**src/rtl/shift_add_multiplier_pkg.sv**
```systemverilog
// Shared definitions for the shift-and-add multiplier.
//   state_t : FSM state encoding (idle, iterating, result held)
//   clog2   : ceiling log2, used to size the iteration counter
package shift_add_multiplier_pkg;

    typedef enum logic [1:0] {
        StIdle = 2'd0,
        StRun  = 2'd1,
        StDone = 2'd2
    } state_t;

    // Returns ceil(log2(value)); 0 for value <= 1.
    function automatic int unsigned clog2(input int unsigned value);
        int unsigned width;
        width = 0;
        while ((64'd1 << width) < 64'(value)) begin
            width = width + 1;
        end
        return width;
    endfunction

endpackage

```
**src/rtl/shift_add_multiplier.sv**
```systemverilog
// Sequential unsigned shift-and-add multiplier, N x N -> 2N bits, N+1 cycles per result.
// The block owns no adder: it drives an external combinational 2N-bit adder and
// accumulates the returned sum, so the adder can be shared at integration.
// Ports:
//   i_clock, i_reset         : clock, asynchronous active-high reset
//   i_start                  : start request (ignored while iterating)
//   i_multiplicand, i_multiplier : operands, sampled on the start edge
//   o_finished               : high while a completed result is held
//   o_product                : registered result, updated only on the last iteration
//   o_adder_augend/addend    : operands to the external adder (0 when not iterating)
//   i_adder_sum              : combinational sum from the external adder
module shift_add_multiplier
    import shift_add_multiplier_pkg::*;
#(
    parameter int unsigned N = 4
) (
    input  logic           i_clock,
    input  logic           i_reset,
    input  logic           i_start,
    output logic           o_finished,
    input  logic [N-1:0]   i_multiplicand,
    input  logic [N-1:0]   i_multiplier,
    output logic [2*N-1:0] o_product,
    output logic [2*N-1:0] o_adder_augend,
    output logic [2*N-1:0] o_adder_addend,
    input  logic [2*N-1:0] i_adder_sum
);

    localparam int unsigned CountWidth = clog2(N) + 1;
    localparam logic [CountWidth-1:0] LastCount = CountWidth'(N - 1);

    state_t                state_q;
    logic [2*N-1:0]        acc_q;
    logic [2*N-1:0]        mcand_sh_q;
    logic [N-1:0]          mplier_sh_q;
    logic [CountWidth-1:0] count_q;

    logic load;
    logic last_iter;

    // A new operation may begin from either idle or a held result.
    assign load      = (state_q != StRun) && i_start;
    assign last_iter = (state_q == StRun) && (count_q == LastCount);

    // Control FSM with registered outputs.
    always_ff @(posedge i_clock or posedge i_reset) begin
        if (i_reset) begin
            state_q    <= StIdle;
            o_finished <= 1'b0;
            o_product  <= '0;
        end else begin
            case (state_q)
                StIdle: begin
                    if (i_start) begin
                        state_q <= StRun;
                    end
                end
                StRun: begin
                    if (last_iter) begin
                        state_q    <= StDone;
                        o_finished <= 1'b1;
                        o_product  <= i_adder_sum;
                    end
                end
                StDone: begin
                    if (i_start) begin
                        state_q    <= StRun;
                        o_finished <= 1'b0;
                    end
                end
                default: begin
                    state_q    <= StIdle;
                    o_finished <= 1'b0;
                end
            endcase
        end
    end

    // Datapath registers: operand shifters, accumulator, iteration counter.
    always_ff @(posedge i_clock or posedge i_reset) begin
        if (i_reset) begin
            acc_q       <= '0;
            mcand_sh_q  <= '0;
            mplier_sh_q <= '0;
            count_q     <= '0;
        end else if (load) begin
            acc_q       <= '0;
            mcand_sh_q  <= {{N{1'b0}}, i_multiplicand};
            mplier_sh_q <= i_multiplier;
            count_q     <= '0;
        end else if (state_q == StRun) begin
            acc_q       <= i_adder_sum;
            mcand_sh_q  <= mcand_sh_q << 1;
            mplier_sh_q <= mplier_sh_q >> 1;
            count_q     <= count_q + 1'b1;
        end
    end

    // Adder drive: quiet outside RUN so a shared adder sees no activity from us.
    always_comb begin
        o_adder_augend = '0;
        o_adder_addend = '0;
        if (state_q == StRun) begin
            o_adder_augend = acc_q;
            o_adder_addend = mplier_sh_q[0] ? mcand_sh_q : '0;
        end
    end

endmodule

```
**config.mk**
```make
export PLATFORM = sky130hd
export DESIGN_NAME = shift_add_multiplier
export DESIGN_NICKNAME = d
export VERILOG_FILES = /design/src/rtl/shift_add_multiplier_pkg.sv /design/src/rtl/shift_add_multiplier.sv
export SDC_FILE = /design/constraint.sdc
export NUM_CORES = 1
export LEC_CHECK = 0
export CAP_MARGIN = 40
export CORE_ASPECT_RATIO = 0.9
export CORE_MARGIN = 1
export CORE_UTILIZATION = 43
export DETAILED_ROUTE_END_ITERATION = 7
export GPL_TIMING_DRIVEN = 0
export PLACE_DENSITY = 0.73
export SYNTH_ARGS = -nofsm -noshare
export SYNTH_HDL_FRONTEND = slang
export SYNTH_SLANG_ARGS = --single-unit
```
**constraint.sdc**
```tcl
create_clock -name i_clock -period 1.35 [get_ports i_clock]
set_input_delay 0.27 -clock i_clock [delete_from_list [all_inputs] [get_ports i_clock]]
set_output_delay 0.27 -clock i_clock [all_outputs]
set_load 0.05 [all_outputs]
```
Word level (Yosys, flattened, before mapping)
Cells that the tools add are included.

operators by class
  mux-type cells = 17
  equal/unequal tests = 7
  reduce and logical (&&, ||, !) cells = 8
  bitwise logic cells = 1
  add/sub/neg operators = 1

operators with widths
  kind                                                                    count
  8-bit two-way mux                                                       7
  4-bit two-way mux                                                       2
  3-bit two-way mux                                                       2
  2-bit two-way mux                                                       2
  2-bit by 1-bit != test with 1-bit output (second input constant)        2
  2-bit != test (second input constant)                                   2
  2-bit one-hot mux with 2 select lines                                   1
  2-bit AND reduction                                                     2
  3-bit by 1-bit adder with 3-bit output (second input constant)          1
  3-bit by 2-bit equality test with 1-bit output (second input constant)  1
  1-bit one-hot mux with 3 select lines                                   1
  3-bit AND reduction                                                     1
  2-bit by 1-bit equality test with 1-bit output (second input constant)  1
  2-bit equality test (second input constant)                             1
  1-bit logical AND                                                       2
  2-bit zero test                                                         1
  1-bit two-way mux                                                       2
  2-bit nonzero test                                                      1
  2-bit OR reduction                                                      1
  1-bit inverter                                                          1

word-level totals
  output and inout port bits = 25
  logic and storage cells = 41
  register bits = 34

Logic depth before layout (Yosys ltp)
  word-level depth = 4
  mapped depth = 4
  gate-level depth less buffers = 4

Worst setup path before layout
No wires, ideal clock.

  path type = register to output
  start = reg state_q[0]
  end = out o_adder_augend[0]
  stages on the path, launching flop included = 5
  required time = 1.080 ns
  buffers on the path = 2
  path slack = -0.208 ns
  arrival time = 1.288 ns
  cells stage by stage = dfrtp_1 nor2b_1 buf_2 buf_2 and2_1

between the ends
  longest elaborated chain between the ends = 2

RTL lines
  item                                            RTL line                     text
  from (decl)                                     shift_add_multiplier.sv:32   state_t state_q;
  from (signal assigned)                          shift_add_multiplier.sv:48   state_q <= StIdle;
  from (signal assigned)                          shift_add_multiplier.sv:55   state_q <= StRun;
  from (signal assigned)                          shift_add_multiplier.sv:60   state_q <= StDone;
  2-bit by 1-bit equality test with 1-bit output  shift_add_multiplier.sv:103  if (state_q == StRun) begin
  8-bit two-way mux                               shift_add_multiplier.sv:103
  to (decl)                                       shift_add_multiplier.sv:24   output logic [2*N-1:0] o_adder_augend,

No other way between the ends.

Final worst setup path
  start = reg state_q[0]
  end = out o_adder_addend[2]

between the ends
  longest elaborated chain between the ends = 2

RTL lines
  item                                            RTL line                     text
  2-bit by 1-bit equality test with 1-bit output  shift_add_multiplier.sv:103
  8-bit two-way mux                               shift_add_multiplier.sv:103
  to (decl)                                       shift_add_multiplier.sv:25   output logic [2*N-1:0] o_adder_addend,

No other way between the ends.

==> qor.txt <==
Finished Layout Cells - 226
Worst Path Required - 1080 ps
Inserted Clock Buffers - 5
Seq/Total Area, Yosys - 0.519
pwr/cell area - 2660 nW/um2
worst hold slack - 328 ps
deepest clock path buffer count - 2
I/O Buffers - 42
setup slack after layout - -297 ps
Worst EP arrival - 1380 ps
post-synthesis cell type count - 21
antenna cells - 0
initial core utilization - 0.468
WL/cell - 15.6 um
DIE HEIGHT - 60.6 um
Slowest cell on crit path - dfrtp_2
Max transition margin - 0.630
first-pass GRT wire length - 5730 um
element type at the critical path end - primary output
met3 usage - 0.0545
GPL Wtd Cong - 0.741
Worst Path Buf+Inv - 3
Remaining DRCs - 0
GRT met1 Usage - 0.224
Ports - 44
initial antenna violation count - 0
Total Power - 0.00673 W
RSZ-0062 raised after global routing - yes
vias per cell - 5.05
Tcrit/Tclk final - 1.22
most frequent cells in the layout - 33 x dfrtp_1, 23 x mux2_2, 17 x clkdlybuf4s50_1
violated checks - setup timing
Post-Synthesis Cells - 124
Worst setup SP type - register
Core Rows - 20
Routed Antenna Nets - 0
worst slew pin tran - 554 ps
CTS tree - done
area of the die - 4060 um2
crit-path leading delay family - flip-flops
Clock Tree Root - clkbuf_8
Cell Chain, Critical Path - nor2b_4 > buf_4 > buf_6 > and3_4 > buf_8
Synth Cell Area - 1640 um2
status - finished, violations left
reported max-cap violation count - 0
crit-path max FO - 5
multi-input logic area - 835 um2
GR Util All Layers - 0.198
kind of critical path - register to primary output
Min-Delay Path Class - input port to async pin
minimum clock period after layout - 1650 ps
Finish-stage setup viols - 24
dpl cells - 211
Reg clk slew, reported paths - 70 ps
crit-path max cell delay - 400 ps
GRT overflow - 0
filler cell count - 243
register area - 852 um2
Setup Skew - 5.64 ps
synthesized flop and latch total - 34
Nets - 202
hpwl dp - 2220 um
static leakage - 1.22 nW
final core utilization - 0.723
via count - 1142
First-pass DRT Iterations - 4
layout cells sized above 1 - 0.560
final hold vios - 0
most common cell after layout, fill and taps aside - dfrtp_1
CTS hold repair buffers - 0
Die Width - 67.1 um
clock latency on the worst-skew pair - 290 ps
Synth Net Count - 145
total wire length - 3520 um
VDD IR max - 1.95 mV
vias in the first global route - 1247
YS warnings - 0
Iter 0 DRT Violations - 10
Avg Cell Area, Syn - 13.2 um2
H-tree Lvls - 2
largest net degree at the start of global routing - 23
Core Area - 3500 um2
area delta synth->final - 54.5%
Slew Viols, Final - 0
most crowded layer after global routing - met2
Max Freq - 607 MHz
met2 usage - 0.353
# clock sinks - 34
[cell usage after synthesis (all sizes together)]
| library cell | instances | area share |
|---|---|---|
| buf | 7 | 0.039 |
| ha | 2 | 0.015 |
| mux2i | 4 | 0.024 |
| nor2 | 3 | 0.0069 |
| inv | 3 | 0.0069 |
| o22ai | 1 | 0.0038 |
| and2 | 8 | 0.031 |
| and2b | 7 | 0.032 |
| nand2b | 3 | 0.013 |
| o2bb2ai | 1 | 0.0053 |
| nand3b | 1 | 0.0069 |
| nor2b | 7 | 0.027 |
| a21oi | 1 | 0.0031 |
| dfrtp | 34 | 0.52 |
| mux2 | 33 | 0.23 |
| and3 | 8 | 0.031 |
| a22o | 1 | 0.0053 |
[sequential cells by signal (all words and copies together) (netlist names)]
register / cells
count_q: 3
o_product: 8
state_q: 2
mplier_sh_q: 4
o_finished: 1
mcand_sh_q: 8
acc_q: 8
[worst reg2reg max path: stages, from the launching register on]
cell and delay (ps):
dfrtp_1 420, ha_4 180, ha_4 160, nand3b_4 170, mux2_4 320
[layer usage]
layer | vias up | share of wire
li1 | 541 | -
met1 | 556 | 0.42
met2 | 40 | 0.51
met3 | 5 | 0.062
met4 | 0 | 0.011
met5 | - | 0
[through the flow]
step	instance area [um2]	setup WS [ps]	setup TNS, ps
floorplan	1660	-78.4	-1170
global placement	2130	-881	-28610
detailed placement	2160	-874	-14460
CTS	2520	-296	-4740
global route	2530	-342	-5540
finish	2530	-297	-4530
[final timing paths]
kind | from | end | slack (ps) | cells past startpoint
hold reg to reg | mplier_sh_q[1] | mplier_sh_q[0] | 510 | 1
setup reg to reg | count_q[0] | o_product[2] | -20 | 4
min in group i_clock | i_start | mcand_sh_q[2] | 400 | 3
hold / removal | i_reset | mplier_sh_q[3] | 330 | 2
setup / recovery | state_q[0] | o_adder_addend[2] | -300 | 5
max in group asynchronous | i_reset | state_q[0] | 510 | 3
[cell type report]
cell class | instances | share of cell area
inverters | 3 | 0.00445
flip-flops and latches | 34 | 0.336
repair buffers | 50 | 0.237
well taps | 44 | 0.0217
multi-input cells | 80 | 0.330
clock buffers | 7 | 0.0341
plain buffers | 7 | 0.0346
clock inverters | 1 | 0.00198
[where the power goes]
group / switching, W / leakage (nW) / internal, W
Combinational: 0.00207 / 0.748 / 0.00211
Clock: 0.000357 / 0.0482 / 0.000411
Sequential: 0.000295 / 0.420 / 0.00149
Total: 0.00272 / 1.22 / 0.00401
[cells by family after synthesis]
logic type      Yosys count  share of synthesized area
simple gates             37                      0.147
buf+inv                  10                     0.0458
mux                      37                      0.256
flops                    34                      0.519
fa+ha+maj                 2                     0.0153
compound gates            4                     0.0176
[what timing repair did]
item | in CTS | in global routing
endpoints found under the setup margin | 33 | 41
pin swaps | 7 | 1
resized for setup | 188 | 3
endpoints found under the hold margin | 0 | 0
gates cloned | 2 | 0
setup buffers | 5 | 1
(Power assumes the default switching activity.)
